==> config.mk <==
export PLATFORM = sky130hd
export DESIGN_NAME = seq_divider
export DESIGN_NICKNAME = d
export VERILOG_FILES = /design/src/rtl/div_pkg.sv /design/src/rtl/div_step.sv /design/src/rtl/seq_divider.sv
export SDC_FILE = /design/constraint.sdc
export NUM_CORES = 1
export LEC_CHECK = 0
export BUFFER_PORTS_ARGS = -buffer_cell sky130_fd_sc_hd__buf_2
export CAP_MARGIN = 15
export CORE_ASPECT_RATIO = 1.75
export CORE_MARGIN = 5
export CORE_UTILIZATION = 36
export CTS_BUF_LIST = sky130_fd_sc_hd__clkbuf_2
export DETAILED_ROUTE_END_ITERATION = 7
export GPL_TIMING_DRIVEN = 0
export PLACE_DENSITY_LB_ADDON = 0.08
export SLEW_MARGIN = 5
export SYNTH_ARGS = -nofsm -noshare
export SYNTH_HDL_FRONTEND = slang
export SYNTH_HIERARCHICAL = 1
export SYNTH_SLANG_ARGS = --single-unit
==> constraint.sdc <==
create_clock -name clk -period 8 [get_ports clk]
set_input_delay 0.8 -clock clk [delete_from_list [all_inputs] [get_ports clk]]
set_output_delay 0.8 -clock clk [all_outputs]
set_load 0.005 [all_outputs]
==> src/rtl/div_pkg.sv <==
// rtl/div_pkg.sv - shared FSM state type and width limits for the sequential divider
package div_pkg;

    localparam int WIDTH_MIN = 4;
    localparam int WIDTH_MAX = 64;

    typedef enum logic [1:0] {
        IDLE = 2'd0,
        CALC = 2'd1,
        FIN  = 2'd2
    } state_t;

endpackage

==> src/rtl/div_step.sv <==
// rtl/div_step.sv - one combinational restoring shift-subtract step
module div_step #(
    parameter int WIDTH = 32
) (
    input  logic [WIDTH:0]   i_rem,
    input  logic [WIDTH-1:0] i_dvsr,
    input  logic             i_bit,
    output logic [WIDTH:0]   o_rem,
    output logic             o_qbit
);

    // Shifted remainder minus divisor; the extra top bit is the borrow.
    // The running remainder is always below the divisor, so the shifted
    // value never overflows WIDTH+1 bits and the borrow bit is the sign.
    logic [WIDTH+1:0] w_diff;

    assign w_diff = {i_rem, i_bit} - {2'b00, i_dvsr};

    // Keep the difference when it is non-negative, otherwise restore
    always_comb begin
        o_qbit = ~w_diff[WIDTH+1];
        o_rem  = o_qbit ? w_diff[WIDTH:0] : {i_rem[WIDTH-1:0], i_bit};
    end

endmodule

==> src/rtl/seq_divider.sv <==
// rtl/seq_divider.sv - fixed-latency restoring divider, signed or unsigned
module seq_divider
    import div_pkg::*;
#(
    parameter int WIDTH     = 32,
    parameter bit SIGNED_EN = 1'b1
) (
    input  logic             clk,
    input  logic             reset,
    input  logic             start,
    input  logic             signed_mode,
    input  logic [WIDTH-1:0] dividend,
    input  logic [WIDTH-1:0] divisor,
    output logic             busy,
    output logic             done,
    output logic [WIDTH-1:0] quotient,
    output logic [WIDTH-1:0] remainder,
    output logic             div_by_zero
);

    localparam int CNT_W = $clog2(WIDTH + 1);

    state_t r_state;
    state_t w_next_state;

    logic [CNT_W-1:0] r_cnt;
    logic [WIDTH:0]   r_rem;
    logic [WIDTH-1:0] r_quo;
    logic [WIDTH-1:0] r_dvsr;
    logic             r_q_neg;
    logic             r_r_neg;
    logic             r_dbz;
    logic [WIDTH-1:0] r_quotient;
    logic [WIDTH-1:0] r_remainder;
    logic             r_div_by_zero;
    logic             r_done;

    logic             w_signed;
    logic             w_dvd_neg;
    logic             w_dvs_neg;
    logic [WIDTH-1:0] w_dvd_mag;
    logic [WIDTH-1:0] w_dvs_mag;
    logic [WIDTH:0]   w_step_rem;
    logic             w_step_qbit;

    // Operand conditioning: magnitudes and signs taken at capture time.
    // Negating the most-negative value yields itself, which read as
    // unsigned is the correct magnitude.
    assign w_signed  = SIGNED_EN && signed_mode;
    assign w_dvd_neg = w_signed & dividend[WIDTH-1];
    assign w_dvs_neg = w_signed & divisor[WIDTH-1];
    assign w_dvd_mag = w_dvd_neg ? (~dividend + 1'b1) : dividend;
    assign w_dvs_mag = w_dvs_neg ? (~divisor + 1'b1) : divisor;

    div_step #(
        .WIDTH (WIDTH)
    ) u_step (
        .i_rem  (r_rem),
        .i_dvsr (r_dvsr),
        .i_bit  (r_quo[WIDTH-1]),
        .o_rem  (w_step_rem),
        .o_qbit (w_step_qbit)
    );

    // FSM state register
    always_ff @(posedge clk or posedge reset) begin
        if (reset) begin
            r_state <= IDLE;
        end else begin
            r_state <= w_next_state;
        end
    end

    // Next-state: CALC runs WIDTH cycles, FIN is a single cycle
    always_comb begin
        w_next_state = r_state;
        case (r_state)
            IDLE: if (start) w_next_state = CALC;
            CALC: if (r_cnt == CNT_W'(1)) w_next_state = FIN;
            FIN:  w_next_state = IDLE;
            default: w_next_state = IDLE;
        endcase
    end

    // Datapath: capture operands, iterate, then sign-correct and publish
    always_ff @(posedge clk or posedge reset) begin
        if (reset) begin
            r_cnt         <= '0;
            r_rem         <= '0;
            r_quo         <= '0;
            r_dvsr        <= '0;
            r_q_neg       <= 1'b0;
            r_r_neg       <= 1'b0;
            r_dbz         <= 1'b0;
            r_quotient    <= '0;
            r_remainder   <= '0;
            r_div_by_zero <= 1'b0;
            r_done        <= 1'b0;
        end else begin
            r_done <= (r_state == FIN);
            case (r_state)
                IDLE: begin
                    if (start) begin
                        r_cnt   <= CNT_W'(WIDTH);
                        r_rem   <= '0;
                        r_quo   <= w_dvd_mag;
                        r_dvsr  <= w_dvs_mag;
                        r_q_neg <= w_dvd_neg ^ w_dvs_neg;
                        r_r_neg <= w_dvd_neg;
                        r_dbz   <= (divisor == '0);
                    end
                end
                CALC: begin
                    r_cnt <= r_cnt - 1'b1;
                    r_rem <= w_step_rem;
                    r_quo <= {r_quo[WIDTH-2:0], w_step_qbit};
                end
                FIN: begin
                    // A zero divisor leaves the dividend magnitude in the
                    // remainder, so sign correction restores the original
                    // dividend; only the quotient needs forcing.
                    if (r_dbz) begin
                        r_quotient <= '1;
                    end else begin
                        r_quotient <= r_q_neg ? (~r_quo + 1'b1) : r_quo;
                    end
                    r_remainder   <= r_r_neg ? (~r_rem[WIDTH-1:0] + 1'b1)
                                             : r_rem[WIDTH-1:0];
                    r_div_by_zero <= r_dbz;
                end
                default: ;
            endcase
        end
    end

    assign busy        = (r_state != IDLE) || r_done;
    assign done        = r_done;
    assign quotient    = r_quotient;
    assign remainder   = r_remainder;
    assign div_by_zero = r_div_by_zero;

endmodule
==> metrics.txt <==
syn avg cell area=8.40 sq um; total CTS buffers=17; Placed Cells=1927; most used cell, CP=o31ai_1; leading cell type in the layout, fill and taps excluded=nand2_1; status=finished, final reports clean; commonest non-fill, non-tap cells in the layout=nand2_1 (207), dfrtp_1 (174), buf_2 (138); first-pass GRT wire length=63.8 mm; Slew headroom=27.9%; nets=1654; Pint=2970 uW; Worst Hold Class=primary input to flop; worst path arrival time=4.63 ns; startpoint types=flop; # setup viols final=0; final hold slack=0.187 ns; GRT Total Usage=22.5%; H-tree Lvls=4; DRC viols=0; Routed WL per cell=20.8 um; total die area=36300 sq um; Post-synth EDFFs=0; cells after synthesis=1392; sequential group share of total power=30.1%; max_cap viols=0; CTS tree=yes; I/O Buffers=134; GP Congestion=0.910; Multi-input gate area=6790 sq um; worst setup margin=4.11 ns; Seq. cell area=4350 sq um; clock group share of total power=8.8%; initial antenna violation count=1; syn nets=1499; Critical Path End Type=flop; clock tree buffer depth=2; DP Worst Slack=4.18 ns; Post-CTS Setup Bufs=0; Switching Share=50.6%; drt total wl=40.7 mm; Pwr Total=6010 uW; final slew viol count=0; share of layout cells above drive strength 1=13.8%; total grt overflow=0; share of flip-flops with an asynchronous set or reset=100%; Iter 0 DRT Violations=555; fin cells=1961; Die Y=248 um; Boundary Pins=135; Setup CP Type=flop to flop; Achievable Freq=257 MHz; Layout area overhead=12.7%; Comb pwr share=61.1%; CTS clk-pin slew, worst paths=0.26 ns; clk root buf=clkbuf_2; core area=32200 sq um; yosys warns=6; Worst-Margin Slew=1.07 ns; crit-path max cell delay=0.57 ns; via/cell ratio=5.53; largest net degree at the start of global routing=93; CP top delay family=compound AO/OA/AOI/OAI gates; 1st-pass router iterations=5; RSZ-0062 raised after global routing=no; initial core utilization=36.3%; antenna viol nets, final=0; crit path from=r_rem[11]$_DFFE_PP0P_; Final HPWL DP=32.0 mm; Setup Skew=0.0346 ns; die width=146 um; WP data required=8.74 ns; Cell variety after synth=78; final hold vios=0; detailed-route via count=10853; CP Max Fanout=10; vias in the first global route=11328; Pleak=0.00585 uW; CTS sink count=174; Worst-Skew Late Latency=0.85 ns; Crit Reg-Reg Startpoint=r_rem[11]$_DFFE_PP0P_; total power divided by cell area=456 nW/um^2; hold path startpoint=dividend[31]; Final min period=3.89 ns; fillers=3395; Seq cells post-synth=174; register area share after synthesis=37.2%; Final Cycle Share=48.6%; Mapped Area=11700 sq um; setup TNS=0 ns; slowest CP cell=dfrtp_1; Core Rows=87; Main synth FF type=dfrtp_1; Switching Power=3040 uW; worst vdd ir=0.158 mV; worst path cell trace=ha_1, nand4_1, or3b_1, a211oi_2, o31ai_1, and3_4, o31a_4, xor2_4, clkbuf_1, o21ai_0, nand2_1, o31ai_1; WP buf/inv=1
worst paths after layout:
check | end | slack [ns] | cells after the start
worst max-delay path | r_rem[1]$_DFFE_PP0P_ | 4.11 | 12
worst min-delay path | r_quo[31]$_DFFE_PP0P_ | 0.19 | 3
worst max register to register | r_rem[1]$_DFFE_PP0P_ | 4.11 | 12
worst min register to register | r_cnt[4]$_DFFE_PP0P_ | 0.50 | 1
max in group asynchronous | r_rem[20]$_DFFE_PP0P_ | 6.51 | 4
min in group asynchronous | r_quo[5]$_DFFE_PP0P_ | 0.56 | 3
final cells by class:
cell class	count	share of cell area (%)
Timing Repair Buffer	136	5.37
Tap cell	400	3.80
Sequential cell	174	33.0
Antenna cell	1	0.0190
Multi-Input combinational cell	1078	51.5
Clock inverter	12	1.28
Inverter	59	1.74
Buffer	81	2.55
Clock buffer	20	0.759
power by group through the flow:
stage               clock, uW  sequential, uW  combinational [uW]
finish                    532            1810                3670
floorplan                   0            1620                2680
global route              585            1860                4140
global placement            0            1830                3640
detailed placement          0            1840                3680
CTS                       552            1820                3690
cell usage after synthesis (8+ instances only):
master,n,area [sq um]
o41ai_1,13,114
nand3_1,51,255
o211ai_1,8,60.1
a21oi_1,70,350
inv_1,56,210
a31oi_1,20,125
a22o_1,9,78.8
dfrtp_1,174,4350
or3_1,13,81.3
nor4_1,22,138
nor3_1,30,150
o21ai_0,117,586
clkbuf_1,66,248
or4_1,11,82.6
mux2i_1,18,180
ha_1,38,475
xnor2_1,40,350
nor2b_1,11,68.8
nand2b_1,9,56.3
xor2_1,88,771
nor2_1,86,323
o21ai_1,33,165
nand4_1,11,68.8
a22oi_1,20,150
o31ai_2,9,113
o31ai_1,34,255
nand2_1,207,777
a21o_1,23,173
per-stage QoR:
step | cell area (sq um) | util (%)
after floorplan | 11700 | -
after global placement | 12900 | 39.9
after detailed placement | 12900 | 40.1
after CTS | 13200 | 40.9
after global routing | 13200 | 40.9
final | 13200 | 40.9
worst reg2reg max path: stages (launching register included):
cell      delay (ns)
dfrtp_1         0.57
ha_1            0.47
nand4_1         0.16
or3b_1          0.42
a211oi_2        0.37
o31ai_1         0.13
and3_4          0.22
o31a_4          0.30
xor2_4          0.33
clkbuf_1        0.49
o21ai_0         0.17
nand2_1         0.09
o31ai_1         0.08
kinds of logic after synthesis:
logic type               share of synthesized area (%)
XOR/XNOR                                          9.82
AND/OR/NAND/NOR                                   20.1
adder cells (fa/ha/maj)                           4.24
AO/OA/AOI/OAI                                     21.9
flip-flops                                        37.2
buffers and inverters                             4.77
multiplexers                                      2.02
sequential cells by signal (all words and copies together) (netlist names), 2 cells and up:
register   flops
quotient      32
r_dvsr        32
r_cnt          6
r_quo         32
r_rem         33
r_state        2
remainder     32
timing repair:
action                    in CTS  in global routing
gates resized for setup        0                  0
hold endpoints to repair      82                  0
hold buffers                   1                  0
per-layer routing:
metal | vias to the layer above | track usage (%) | share of wire, %
li1 | 5258 | - | -
met1 | 5258 | 21.4 | 34
met2 | 244 | 44.5 | 57
met3 | 93 | 2.64 | 2.4
met4 | 0 | 14.0 | 6.8
met5 | - | 0 | 0
(Power assumes the default switching activity.)
